==> src/rtl/control_pipeline_pkg.sv <==
// control_pipeline_pkg: shared control-bundle bit positions, ALUOp codes and opcodes
package control_pipeline_pkg;
  localparam int CTRL_W = 9;
  localparam int C_REGDST = 0;
  localparam int C_ALUSRC = 1;
  localparam int C_MEMTOREG = 2;
  localparam int C_REGWRITE = 3;
  localparam int C_MEMREAD = 4;
  localparam int C_MEMWRITE = 5;
  localparam int C_BRANCH = 6;
  localparam int C_ALUOP = 7;
  typedef enum logic [1:0] {ALUOP_ADD = 2'b00, ALUOP_SUB = 2'b01, ALUOP_FUNCT = 2'b10} aluop_e;
  typedef enum logic [5:0] {OP_RTYPE = 6'h00, OP_BEQ = 6'h04, OP_LW = 6'h23, OP_SW = 6'h2b} opcode_e;
endpackage

==> src/rtl/control_pipeline_hazard.sv <==
// load_use_hazard_unit: flags an ID instruction that reads the register a load in EX is writing
module load_use_hazard_unit #(
  parameter int W = 5
) (
  input  logic         ex_memread,
  input  logic [W-1:0] ex_rt,
  input  logic [W-1:0] rs,
  input  logic [W-1:0] rt,
  input  logic         id_valid,
  output logic         hz
);
  assign hz = id_valid & ex_memread & (|ex_rt) & ((ex_rt == rs) | (ex_rt == rt));
endmodule

==> src/rtl/control_pipeline.sv <==
// control_pipeline: ID/EX, EX/MEM, MEM/WB control registers with load-use stall, branch flush and debug counters
module control_pipeline
  import control_pipeline_pkg::*;
#(
  parameter int REG_ADDR_W = 5,
  parameter int CNT_W = 16
) (
  input  logic                  clk,
  input  logic                  rst_n,
  input  logic                  id_valid_in,
  input  logic                  RegDst_in,
  input  logic                  ALUSrc_in,
  input  logic                  MemToReg_in,
  input  logic                  RegWrite_in,
  input  logic                  MemRead_in,
  input  logic                  MemWrite_in,
  input  logic                  Branch_in,
  input  logic [1:0]            ALUOp_in,
  input  logic [REG_ADDR_W-1:0] rs_in,
  input  logic [REG_ADDR_W-1:0] rt_in,
  input  logic [REG_ADDR_W-1:0] rd_in,
  input  logic                  branch_taken_in,
  output logic                  ex_ALUSrc_out,
  output logic [1:0]            ex_ALUOp_out,
  output logic [REG_ADDR_W-1:0] ex_dest_out,
  output logic                  mem_MemRead_out,
  output logic                  mem_MemWrite_out,
  output logic                  mem_branch_out,
  output logic                  mem_RegWrite_out,
  output logic [REG_ADDR_W-1:0] mem_dest_out,
  output logic                  wb_RegWrite_out,
  output logic                  wb_MemToReg_out,
  output logic [REG_ADDR_W-1:0] wb_dest_out,
  output logic                  pc_write_out,
  output logic                  ifid_write_out,
  output logic                  flush_ifid_out,
  output logic [CNT_W-1:0]      stall_count_out,
  output logic [CNT_W-1:0]      flush_count_out
);
  logic [CTRL_W-1:0] id_ctrl;
  logic ex_memread, ex_memwrite, ex_branch, ex_regwrite, ex_memtoreg, mem_memtoreg;
  logic [REG_ADDR_W-1:0] ex_rt;
  logic hz, flush, stall, ld_ex;
  always_comb begin
    id_ctrl = '0;
    id_ctrl[C_REGDST] = RegDst_in;
    id_ctrl[C_ALUSRC] = ALUSrc_in;
    id_ctrl[C_MEMTOREG] = MemToReg_in;
    id_ctrl[C_REGWRITE] = RegWrite_in;
    id_ctrl[C_MEMREAD] = MemRead_in;
    id_ctrl[C_MEMWRITE] = MemWrite_in;
    id_ctrl[C_BRANCH] = Branch_in;
    id_ctrl[C_ALUOP+:2] = ALUOp_in;
  end
  load_use_hazard_unit #(.W(REG_ADDR_W)) u_hz (
    .ex_memread(ex_memread),
    .ex_rt(ex_rt),
    .rs(rs_in),
    .rt(rt_in),
    .id_valid(id_valid_in),
    .hz(hz)
  );
  assign flush = branch_taken_in & mem_branch_out;
  assign stall = hz & ~flush;
  assign ld_ex = id_valid_in & ~stall & ~flush;
  assign pc_write_out = ~stall;
  assign ifid_write_out = ~stall;
  assign flush_ifid_out = flush;
  always_ff @(posedge clk) begin
    if (!rst_n) begin
      ex_ALUSrc_out <= 1'b0;
      ex_ALUOp_out <= 2'b0;
      ex_dest_out <= '0;
      ex_rt <= '0;
      ex_memread <= 1'b0;
      ex_memwrite <= 1'b0;
      ex_branch <= 1'b0;
      ex_regwrite <= 1'b0;
      ex_memtoreg <= 1'b0;
      mem_MemRead_out <= 1'b0;
      mem_MemWrite_out <= 1'b0;
      mem_branch_out <= 1'b0;
      mem_RegWrite_out <= 1'b0;
      mem_memtoreg <= 1'b0;
      mem_dest_out <= '0;
      wb_RegWrite_out <= 1'b0;
      wb_MemToReg_out <= 1'b0;
      wb_dest_out <= '0;
      stall_count_out <= '0;
      flush_count_out <= '0;
    end else begin
      ex_ALUSrc_out <= ld_ex & id_ctrl[C_ALUSRC];
      ex_ALUOp_out <= ld_ex ? id_ctrl[C_ALUOP+:2] : 2'b0;
      ex_dest_out <= ld_ex ? (id_ctrl[C_REGDST] ? rd_in : rt_in) : '0;
      ex_rt <= ld_ex ? rt_in : '0;
      ex_memread <= ld_ex & id_ctrl[C_MEMREAD];
      ex_memwrite <= ld_ex & id_ctrl[C_MEMWRITE];
      ex_branch <= ld_ex & id_ctrl[C_BRANCH];
      ex_regwrite <= ld_ex & id_ctrl[C_REGWRITE];
      ex_memtoreg <= ld_ex & id_ctrl[C_MEMTOREG];
      mem_MemRead_out <= ~flush & ex_memread;
      mem_MemWrite_out <= ~flush & ex_memwrite;
      mem_branch_out <= ~flush & ex_branch;
      mem_RegWrite_out <= ~flush & ex_regwrite;
      mem_memtoreg <= ~flush & ex_memtoreg;
      mem_dest_out <= flush ? '0 : ex_dest_out;
      wb_RegWrite_out <= mem_RegWrite_out;
      wb_MemToReg_out <= mem_memtoreg;
      wb_dest_out <= mem_dest_out;
      if (stall && !(&stall_count_out)) stall_count_out <= stall_count_out + CNT_W'(1);
      if (flush && !(&flush_count_out)) flush_count_out <= flush_count_out + CNT_W'(1);
    end
  end
endmodule

==> config.mk <==
export PLATFORM = sky130hd
export DESIGN_NAME = control_pipeline
export DESIGN_NICKNAME = d
export VERILOG_FILES = /design/src/rtl/control_pipeline_pkg.sv /design/src/rtl/control_pipeline_hazard.sv /design/src/rtl/control_pipeline.sv
export SDC_FILE = /design/constraint.sdc
export NUM_CORES = 1
export LEC_CHECK = 0
export ABC_AREA = 1
export CAP_MARGIN = 20
export CORE_AREA = 2 2 88 90
export DETAILED_ROUTE_END_ITERATION = 10
export DIE_AREA = 0 0 90 92
export PLACE_DENSITY_LB_ADDON = 0.08
export SYNTH_ARGS = -nofsm -noshare
export SYNTH_HDL_FRONTEND = slang
export SYNTH_SLANG_ARGS = --single-unit
==> constraint.sdc <==
create_clock -name clk -period 2 [get_ports clk]
set_input_delay 0.5 -clock clk [delete_from_list [all_inputs] [get_ports clk]]
set_output_delay 0.5 -clock clk [all_outputs]
set_load 0.05 [all_outputs]
==> results.json, run 1 <==
{
  "status": "finished clean",
  "cts-htree-levels": 3,
  "p_leak_nw": 2.05,
  "antenna_left": 0,
  "grt_use_met1": 0.227,
  "fmax_mhz": 511,
  "hpwl_um": 5490,
  "synth.distinct_cells": 28,
  "globalRouteMet2Util": 0.307,
  "crit_path_end": "wb_dest_out[1]",
  "clockBufferDepth": 2,
  "synth-adder-area-share": 0.00813,
  "hold_path_class": "reg -> reg",
  "grt_pass1_wl_um": 12800,
  "busiest_layer": "met2",
  "maxCapViolations": 0,
  "port_buffers": 86,
  "gp_congestion": 0.879,
  "startpoint": "wb_dest_out[1]",
  "worst_ir_drop_vdd_uv": 487,
  "rr_worst_depth": 10,
  "path_class": "reg -> out",
  "netlist_area_sq_um": 3080,
  "drive_gt1_frac": 0.202,
  "drc_errors": 0,
  "finalClockSkew_ps": 14.3,
  "cts_num_sinks": 67,
  "area_growth_pct": 42.9,
  "die_x_um": 90,
  "syn_inst": 443,
  "drt_wl_total_um": 7810,
  "ys_ff_latch": 67,
  "cp_num_buf_inv": 1,
  "grt_use_total": 0.187,
  "numCtsBuffers": 9,
  "muxShareOfSynthArea": 0,
  "drt_iter0_markers": 141,
  "core_area_sq_um": 7450,
  "hold_viol": 0,
  "grt_max_degree": 24,
  "chipHeight_um": 92,
  "synthTopCellsByArea": "dfxtp_1, nand2_1, nor2_1",
  "crit_path_start_kind": "flip-flop",
  "maxSlewHeadroom": 0.654,
  "vias": 3120,
  "rrSetupSlack_ps": 200,
  "cts-root-buf": "clkbuf_8",
  "synth_warnings": 0,
  "arrival_ps": 1460,
  "grt_antenna_before_repair": 0,
  "insertion_delay_ps": 350,
  "slew_violations": 0,
  "start_util": 0.413,
  "cp.required_ps": 1500,
  "cp_num_cells": 1,
  "crit_path_max_fanout": 1,
  "tns_ps": 0,
  "synth_compound_area_frac": 0.0715,
  "r2r-end": "stall_count_out[0]",
  "synth_top_family_by_area": "simple AND/OR/NAND/NOR gates",
  "path_delay_family": "buffers and inverters",
  "syn_area_per_cell_sq_um": 6.95,
  "detail_route.first_pass.iterations": 4,
  "cts_tree": "built",
  "cp-end-kind": "output pin",
  "grt_use_met3": 0.0616,
  "antenna_cells": 0,
  "min_period_ps": 1960,
  "crit_slowest_cell": "clkdlybuf4s50_1",
  "dpl_worst_slack_ps": -204,
  "ys_seq_area_frac": 0.436,
  "slowest_delay_ps": 790,
  "avgViaCountPerCell": 4.71,
  "setup_viol": 0,
  "synth_xor_area_frac": 0.0341,
  "finalPower_mw": 2.82,
  "synth_top_area_frac": 0.436,
  "clkTransAtPathRegs_ps": 90,
  "setup_slack_ps": 43.5,
  "placementRows": 32,
  "fp.dieArea_sq_um": 8280,
  "ios": 87,
  "synthSimpleGateAreaFrac": 0.352,
  "utilization": 0.591,
  "post_drt_wl_per_cell_um": 11.8,
  "nets": 585,
  "yosys.area.top_type": "dfxtp_1",
  "worstPathCellList": "clkdlybuf4s50_1",
  "grt-ovfl-total": 0,
  "fin_crit_sh": 0.978,
  "cellPowerDensity_nw_per_um2": 642,
  "syn-num-nets": 473,
  "reg2reg_from": "stall_count_out[1]",
  "grt_pass1_vias": 2912,
  "tightest_slew_ps": 518,
  "fill_cells": 718
}
where the power goes:
group          total, mW  leakage (nW)  internal, mW  switching, mW
clock               1.19        0.0988         0.597          0.593
combinational      0.268          1.41         0.114          0.154
sequential          1.37         0.546          1.35         0.0118
registers in the layout (all words and copies together) (netlist names):
register / count
flush_count_out: 16
stall_count_out: 16
ex_dest_out: 5
ex_rt: 5
mem_dest_out: 5
wb_dest_out: 5
ex_ALUOp_out: 2
ex_ALUSrc_out: 1
ex_branch: 1
ex_memread: 1
ex_memtoreg: 1
ex_memwrite: 1
ex_regwrite: 1
mem_MemRead_out: 1
mem_MemWrite_out: 1
mem_RegWrite_out: 1
mem_branch_out: 1
mem_memtoreg: 1
wb_MemToReg_out: 1
wb_RegWrite_out: 1
cell type report:
type / count / area [sq um] / area share
repair inverters: 1 / 5.00 / 0.00114
well taps: 102 / 128 / 0.0290
multi-input cells: 302 / 1470 / 0.335
clock buffers: 9 / 124 / 0.0282
inverters: 62 / 236 / 0.0538
clock inverters: 7 / 82.6 / 0.0188
repair buffers: 112 / 995 / 0.226
flip-flops and latches: 67 / 1360 / 0.308
worst min path at each step:
stage,start,to,cells past startpoint
2_1_floorplan,mem_memtoreg,wb_MemToReg_out,2
4_1_cts,ex_memwrite,mem_MemWrite_out,2
3_5_place_dp,ex_branch,mem_branch_out,2
6_report,ex_memwrite,mem_MemWrite_out,2
3_3_place_gp,ex_memtoreg,mem_memtoreg,2
5_1_grt,ex_branch,mem_branch_out,2
kinds of logic (layout without fill, tap and decap cells):
group | count (synthesis) | after routing
compound gates | 40 | 40
xor+xnor | 12 | 12
fa+ha+maj | 2 | 2
buf+inv | 75 | 191
flops | 67 | 67
simple gates | 247 | 248
cell usage in the layout, fill, tap and decap left out, drive strengths merged, types with 5 or more instances in the layout:
cell type,n
xor2,7
xnor2,5
nor3,12
nand2,112
clkdlybuf4s50,19
a21oi,27
buf,67
nand3,22
nand4,20
dfxtp,67
clkbuf,9
dlygate4sd2,19
dlymetal6s2s,5
nor2,80
o21ai,12
inv,65
stage by stage:
step	cells	hold WS, ps	cell area [sq um]
6_report	662	410	4400
5_1_grt	662	440	4400
4_1_cts	657	411	4310
3_5_place_dp	638	409	4090
3_3_place_gp	638	405	4090
2_1_floorplan	443	390	3090
metal layers:
layer  vias to the layer above  share of wire
met1                      1393           0.45
met2                        94           0.47
met4                         0          0.016
met3                        11          0.062
li1                       1622              -
met5                         -              0
synth_stat cells:
master	count
nand2_1	107
nor2_1	77
dfxtp_1	67
inv_1	61
a21oi_1	26
nand4_1	20
nand3_1	19
o21ai_0	12
nor3_1	11
xor2_1	7
xnor2_1	5
clkbuf_1	4
nand2_2	4
buf_2	3
buf_4	3
buf_1	2
ha_1	2
nor2_4	2
nor3b_1	2
a21oi_2	1
a31oi_4	1
buf_6	1
clkinv_1	1
nand2_4	1
nand3_2	1
nand3_4	1
nor2_2	1
nor3_2	1
what timing repair did:
item	CTS	global route
resized for setup	28	21
cloned	0	2
hold buffers	0	0
pin swaps	10	11
setup buffers	3	3
setup endpoints to repair	11	11
(Power assumes the default switching activity.)
==> run 2, diff against run 1 <==
--- a/config.mk
+++ b/config.mk
@@ -8,6 +8,7 @@
 export ABC_AREA = 1
 export CAP_MARGIN = 20
 export CORE_AREA = 2 2 88 90
+export CTS_CLUSTER_SIZE = 25
 export DETAILED_ROUTE_END_ITERATION = 10
 export DIE_AREA = 0 0 90 92
 export PLACE_DENSITY_LB_ADDON = 0.08
==> results of run 2 <==
The final DEF is identical to that of run 1; final timing and power are the same.
==> patch 1: new RTL, flow settings as in run 1 <==
Register the output `stall_count_out` once more, with the module's reset; this adds one clock of latency there. The other outputs are not delayed to match.
--- a/src/rtl/control_pipeline.sv
+++ b/src/rtl/control_pipeline.sv
@@ -39,2 +39,4 @@
 );
+
+  logic [CNT_W-1:0] stall_count_s0;
   logic [CTRL_W-1:0] id_ctrl;
@@ -88,3 +90,3 @@
       wb_dest_out <= '0;
-      stall_count_out <= '0;
+      stall_count_s0 <= '0;
       flush_count_out <= '0;
@@ -109,3 +111,3 @@
       wb_dest_out <= mem_dest_out;
-      if (stall && !(&stall_count_out)) stall_count_out <= stall_count_out + CNT_W'(1);
+      if (stall && !(&stall_count_s0)) stall_count_s0 <= stall_count_s0 + CNT_W'(1);
       if (flush && !(&flush_count_out)) flush_count_out <= flush_count_out + CNT_W'(1);
@@ -113,2 +115,10 @@
   end
+  always_ff @(posedge clk) begin
+    if (!rst_n) begin
+      stall_count_out <= '0;
+    end else begin
+      stall_count_out <= stall_count_s0;
+    end
+  end
+
 endmodule
Formal check against the unedited RTL: not equivalent (Yosys sat finds a counterexample within 4 cycles, from zero or initial values and one cycle with rst_n low).
==> patch 1 against run 1 <==
  * Clock power rose by 15%
  * Via count increased by 7.4%
  * Power rose by 18%
  * Cell count rose by 7.3%
  * Synthesized area grew 19%
  * Synthesized cell count rose by 14%
  * Global-route usage increased by 1.5 points
  * Worst hold slack about the same
  * Wire length increased by 5.4%
  * Non-clock buffer count decreased by 6
  * Sequential cell count grew 16
  * Worst setup slack improved by 4.7 ps
  * Combinational power hardly changed
  * Cell area increased by 13%
  * Largest power group unchanged
==> patch 1: results (changes against run 1) <==
Setup path
  • End of the critical path: wb_dest_out[3]
  • Reg2Reg Launch Point: ex_rt[1]
  • Worst Reg2Reg Path Length in Cells: 13 (+3)
  • Source of the critical timing path: wb_dest_out[3]
  • Critical R2R Capture: stall_count_s0[0]

Pwr
  • Max IR drop VDD: 0.409 mV (-16%)

Worst hold path
  • Worst Hold End: mem_RegWrite_out
  • Worst hold path startpoint: ex_regwrite

Synth
  • Post-Synthesis Net Count: 534 (+13%)
  • Area contributors post-synth: sky130_fd_sc_hd__dfxtp_1, sky130_fd_sc_hd__nand2_1, sky130_fd_sc_hd__nor2_1
  • Adder-cell share of the synthesized area: 0.00681 (-0.00132)
  • Synthesized-area fraction occupied by ao, oa, aoi and oai cells: 0.0613 (-0.0102)
  • Portion of the post-synthesis area used by sequential elements: 0.452 (+0.0164)
  • Synth cell types: 35 (+25%)
  • Post-synth top cells: sky130_fd_sc_hd__nand2_1, sky130_fd_sc_hd__dfxtp_1, sky130_fd_sc_hd__nor2_1
  • Area share of xor/xnor cells in the synthesized design: 0.0334 (-0.000776)

Clocking
  • Clock buffer count from CTS: 9 (unchanged)

Global routing
  • GRT Total Usage: 0.202 (+0.0148)
  • Vias in the first global route: 3198 (+9.8%)

STA
  • Worst slew margin relative to its limit: 0.656 (+0.00183)

Cells and area
  • Count of nets after finishing: 633 (+8.2%)
  • Ratio of cells with drive above 1 in the final layout: 0.194 (-0.00771)
  • Final-layout fill cell count: 693 (-3.5%)
  • Largest registers in the final layout: flush_count_out: 16 flops, stall_count_out: 16 flops, stall_count_s0: 16 flops

Place
  • Final GP Congestion: 0.832 (-5.4%)

Routing
  • DR vias/cell: 4.72 (+0.17%)
  • Number of DRC violations after detailed-routing iteration 0: 162 (+15%)
  • Vias after detailed routing: 3352 (+7.4%)
  • Total wirelength of the detailed-routed design: 8.23 mm (+5.4%)

Outcome
  • Result of the run: finished clean
## patch 1: cell count changes in the layout (fill, tap and decap cells not counted), moves of 9 or more
cell	run 1	this run
sky130_fd_sc_hd__nand2_1	104	127
sky130_fd_sc_hd__o21ai_0	12	3
sky130_fd_sc_hd__inv_1	59	72
sky130_fd_sc_hd__dfxtp_1	62	77
sky130_fd_sc_hd__a21oi_1	26	15
sky130_fd_sc_hd__buf_4	62	47
sky130_fd_sc_hd__a21oi_2	1	11
## patch 1: per-stage QoR
step	hold WS [ps]	cell area [sq um]	worst slack [ps]
after floorplan	390	3680	4.42
after global placement	397	4650	-182
after detailed placement	400	4650	-226
after CTS	414	4930	7.84
after global routing	434	4960	-13.3
final	410	4960	48.2
## patch 1: routing by layer
metal	routed length [um]	up-vias	track usage	share of wire
met3	590	7	0.0666	0.072
met1	3710	1513	0.249	0.45
met5	0	-	0	0
li1	-	1756	-	-
met4	65	0	0.0526	0.0079
met2	3860	76	0.342	0.47
## patch 1: final cells by class
class / count / area [sq um] / area share
Multi-Input combinational cell: 324 / 1650 / 0.332
Sequential cell: 83 / 1680 / 0.338
Timing Repair Buffer: 106 / 978 / 0.197
Clock buffer: 9 / 124 / 0.0250
Tap cell: 102 / 128 / 0.0257
Inverter: 79 / 300 / 0.0605
Clock inverter: 7 / 110 / 0.0222
## patch 1: where the power goes
| part | total (mW) | internal [mW] | switching, mW | leakage, nW |
|---|---|---|---|---|
| Sequential | 1.69 | 1.67 | 0.0138 | 0.675 |
| Clock | 1.37 | 0.725 | 0.648 | 0.113 |
| Combinational | 0.267 | 0.107 | 0.160 | 1.55 |
## patch 1: what timing repair did
action | CTS | global route
pin swaps | 11 | 7
gates resized for setup | 31 | 20
endpoints found under the setup margin | 12 | 20
setup buffers | 5 | 0
==> patch 2: new RTL, settings of run 1 <==
Without the edit above. `mem_dest_out` no longer has a reset.
--- a/src/rtl/control_pipeline.sv
+++ b/src/rtl/control_pipeline.sv
@@ -84,3 +84,2 @@
       mem_memtoreg <= 1'b0;
-      mem_dest_out <= '0;
       wb_RegWrite_out <= 1'b0;
@@ -105,3 +104,2 @@
       mem_memtoreg <= ~flush & ex_memtoreg;
-      mem_dest_out <= flush ? '0 : ex_dest_out;
       wb_RegWrite_out <= mem_RegWrite_out;
@@ -113,2 +111,6 @@
   end
+
+  always_ff @(posedge clk) begin
+    mem_dest_out <= flush ? '0 : ex_dest_out;
+  end
 endmodule
Formal check against the unedited RTL: differs if rst_n is asserted again (counterexample within 4 cycles, from zero or initial values and one cycle with rst_n low); with rst_n held inactive, the same outputs for 10 cycles.
==> patch 2 against run 1 <==
  * Synthesized area rose by 3.5%
  * Global-route usage rose by 0.52 points
  * Cell count fell by 0.15%
  * Wire length fell by 0.96%
  * Power rose by 0.64%
  * Cell area rose by 0.57%
  * Worst setup slack improved by 7.9 ps
  * Sequential cell count did not move
  * Fmax rose by 0.41%
  * Critical path type unchanged
==> patch 2: results (changes against run 1) <==
Global routing
  • GRT Total Usage: 0.193 (+0.00523)
  • Vias in the first global route: 2942 (+1.0%)
  • Global-route wire length before repair: 13.1 mm (+2.2%)
  • Met3 routing resource usage after global routing: 0.0559 (-0.00575)
  • Met2 demand-to-capacity share in global routing: 0.316 (+0.00877)
  • Largest net degree at the start of global routing: 26 (+8.3%)

Synth
  • Post-Synthesis Net Count: 478 (+1.1%)
  • Post-Synthesis Cells: 448 (+1.1%)
  • Area contributors post-synth: sky130_fd_sc_hd__dfxtp_1, sky130_fd_sc_hd__nand2_1, sky130_fd_sc_hd__nor2_1
  • Post-synth top cells: sky130_fd_sc_hd__nand2_1, sky130_fd_sc_hd__nor2_1, sky130_fd_sc_hd__dfxtp_1

Setup path
  • Source of the critical timing path: wb_dest_out[2]
  • End of the critical path: wb_dest_out[2]
  • Critical R2R Capture: flush_count_out[3]
  • Worst reg2reg setup slack: 280 ps (+80 ps)
  • Worst Reg2Reg Path Length in Cells: 11 (+1)

Pwr
  • Leak pwr: 2.12 nW (+3.6%)

Clocking
  • Sinks on Clock Net: 67 (unchanged)
  • Post-cts resize count: 26 (-7.1%)
  • Post-CTS setup buffer count: 2 (-1)
  • Clock latency on the worst-skew pair: around 340 ps

Place
  • Final GP Congestion: 0.876 (-0.42%)
  • Post-DP HPWL: 5.63 mm (+2.5%)
  • Cell count after placement: 642 (+0.63%)
  • Instance area at placement: 0.00415 sq mm (+1.5%)

Routing
  • DR WL met2: 3.57 mm (-2.1%)
  • Total met3 wirelength after detailed routing: 560 um (+15%)
  • Wire length on met1: 3.52 mm (-0.76%)
  • Number of DRC violations after detailed-routing iteration 0: 145 (+2.8%)
  • Total wirelength of the detailed-routed design: 7.73 mm (-0.96%)
  • DR vias/cell: 4.73 (+0.28%)
  • Per-cell routed wire length: 11.7 um (-0.81%)

STA
  • Worst slew margin relative to its limit: 0.652 (-0.00194)
  • Worst setup skew after layout: 13.4 ps (-0.931 ps)
  • Shortest period the worst path allows: 1950 ps (-7.91 ps)

Cells and area
  • Layout multi-input combinational cell count: 306 (+1.3%)
  • Ratio of cells with drive above 1 in the final layout: 0.208 (+0.00573)
  • Final-layout fill cell count: 716 (-0.28%)
  • Area of combinational cells with multiple inputs: 0.00154 sq mm (+4.5%)
  • Multi-input logic portion of the cell area: 0.348 (+0.0131)
  • Non-CTS buffers: 108 (-3.6%)
  • Register fraction of the total cell area: 0.307 (-0.00146)
  • Clock network share of area: 0.0467 (-0.000265)
  • Signal inverters: 62 (-1.6%)
  • Data-path buffer share of cell area in the final layout: 0.217 (-0.00891)

Outcome
  • Result of the run: finished clean

Worst hold path
  • Worst hold path startpoint: mem_memtoreg
  • Worst Hold End: wb_MemToReg_out
-- patch 2: cell count changes in the layout (fill, tap and decap cells not counted), moves of 3 or more --
cell / run 1 / this run
sky130_fd_sc_hd__nand2_1: 104 / 112
sky130_fd_sc_hd__clkdlybuf4s50_1: 19 / 16
sky130_fd_sc_hd__xnor2_1: 4 / 7
sky130_fd_sc_hd__nor2_2: 3 / 13
sky130_fd_sc_hd__nand2_2: 6 / 1
sky130_fd_sc_hd__dlymetal6s2s_1: 5 / 9
sky130_fd_sc_hd__nor2_1: 75 / 66
sky130_fd_sc_hd__nor3_1: 11 / 8
-- patch 2: power by group --
part           switching (mW)  internal [mW]  leakage, nW
sequential             0.0139           1.36        0.547
clock                   0.595          0.598       0.0988
combinational           0.165          0.113         1.48
-- patch 2: cells by family (layout without fill, tap and decap cells) --
group           Yosys count  in the layout  synth area share
compound gates           40             40            0.0683
xor+xnor                 13             13            0.0357
fa+ha+maj                 2              2           0.00785
buf+inv                  75            186             0.103
flops                    67             67             0.421
simple gates            251            251             0.364
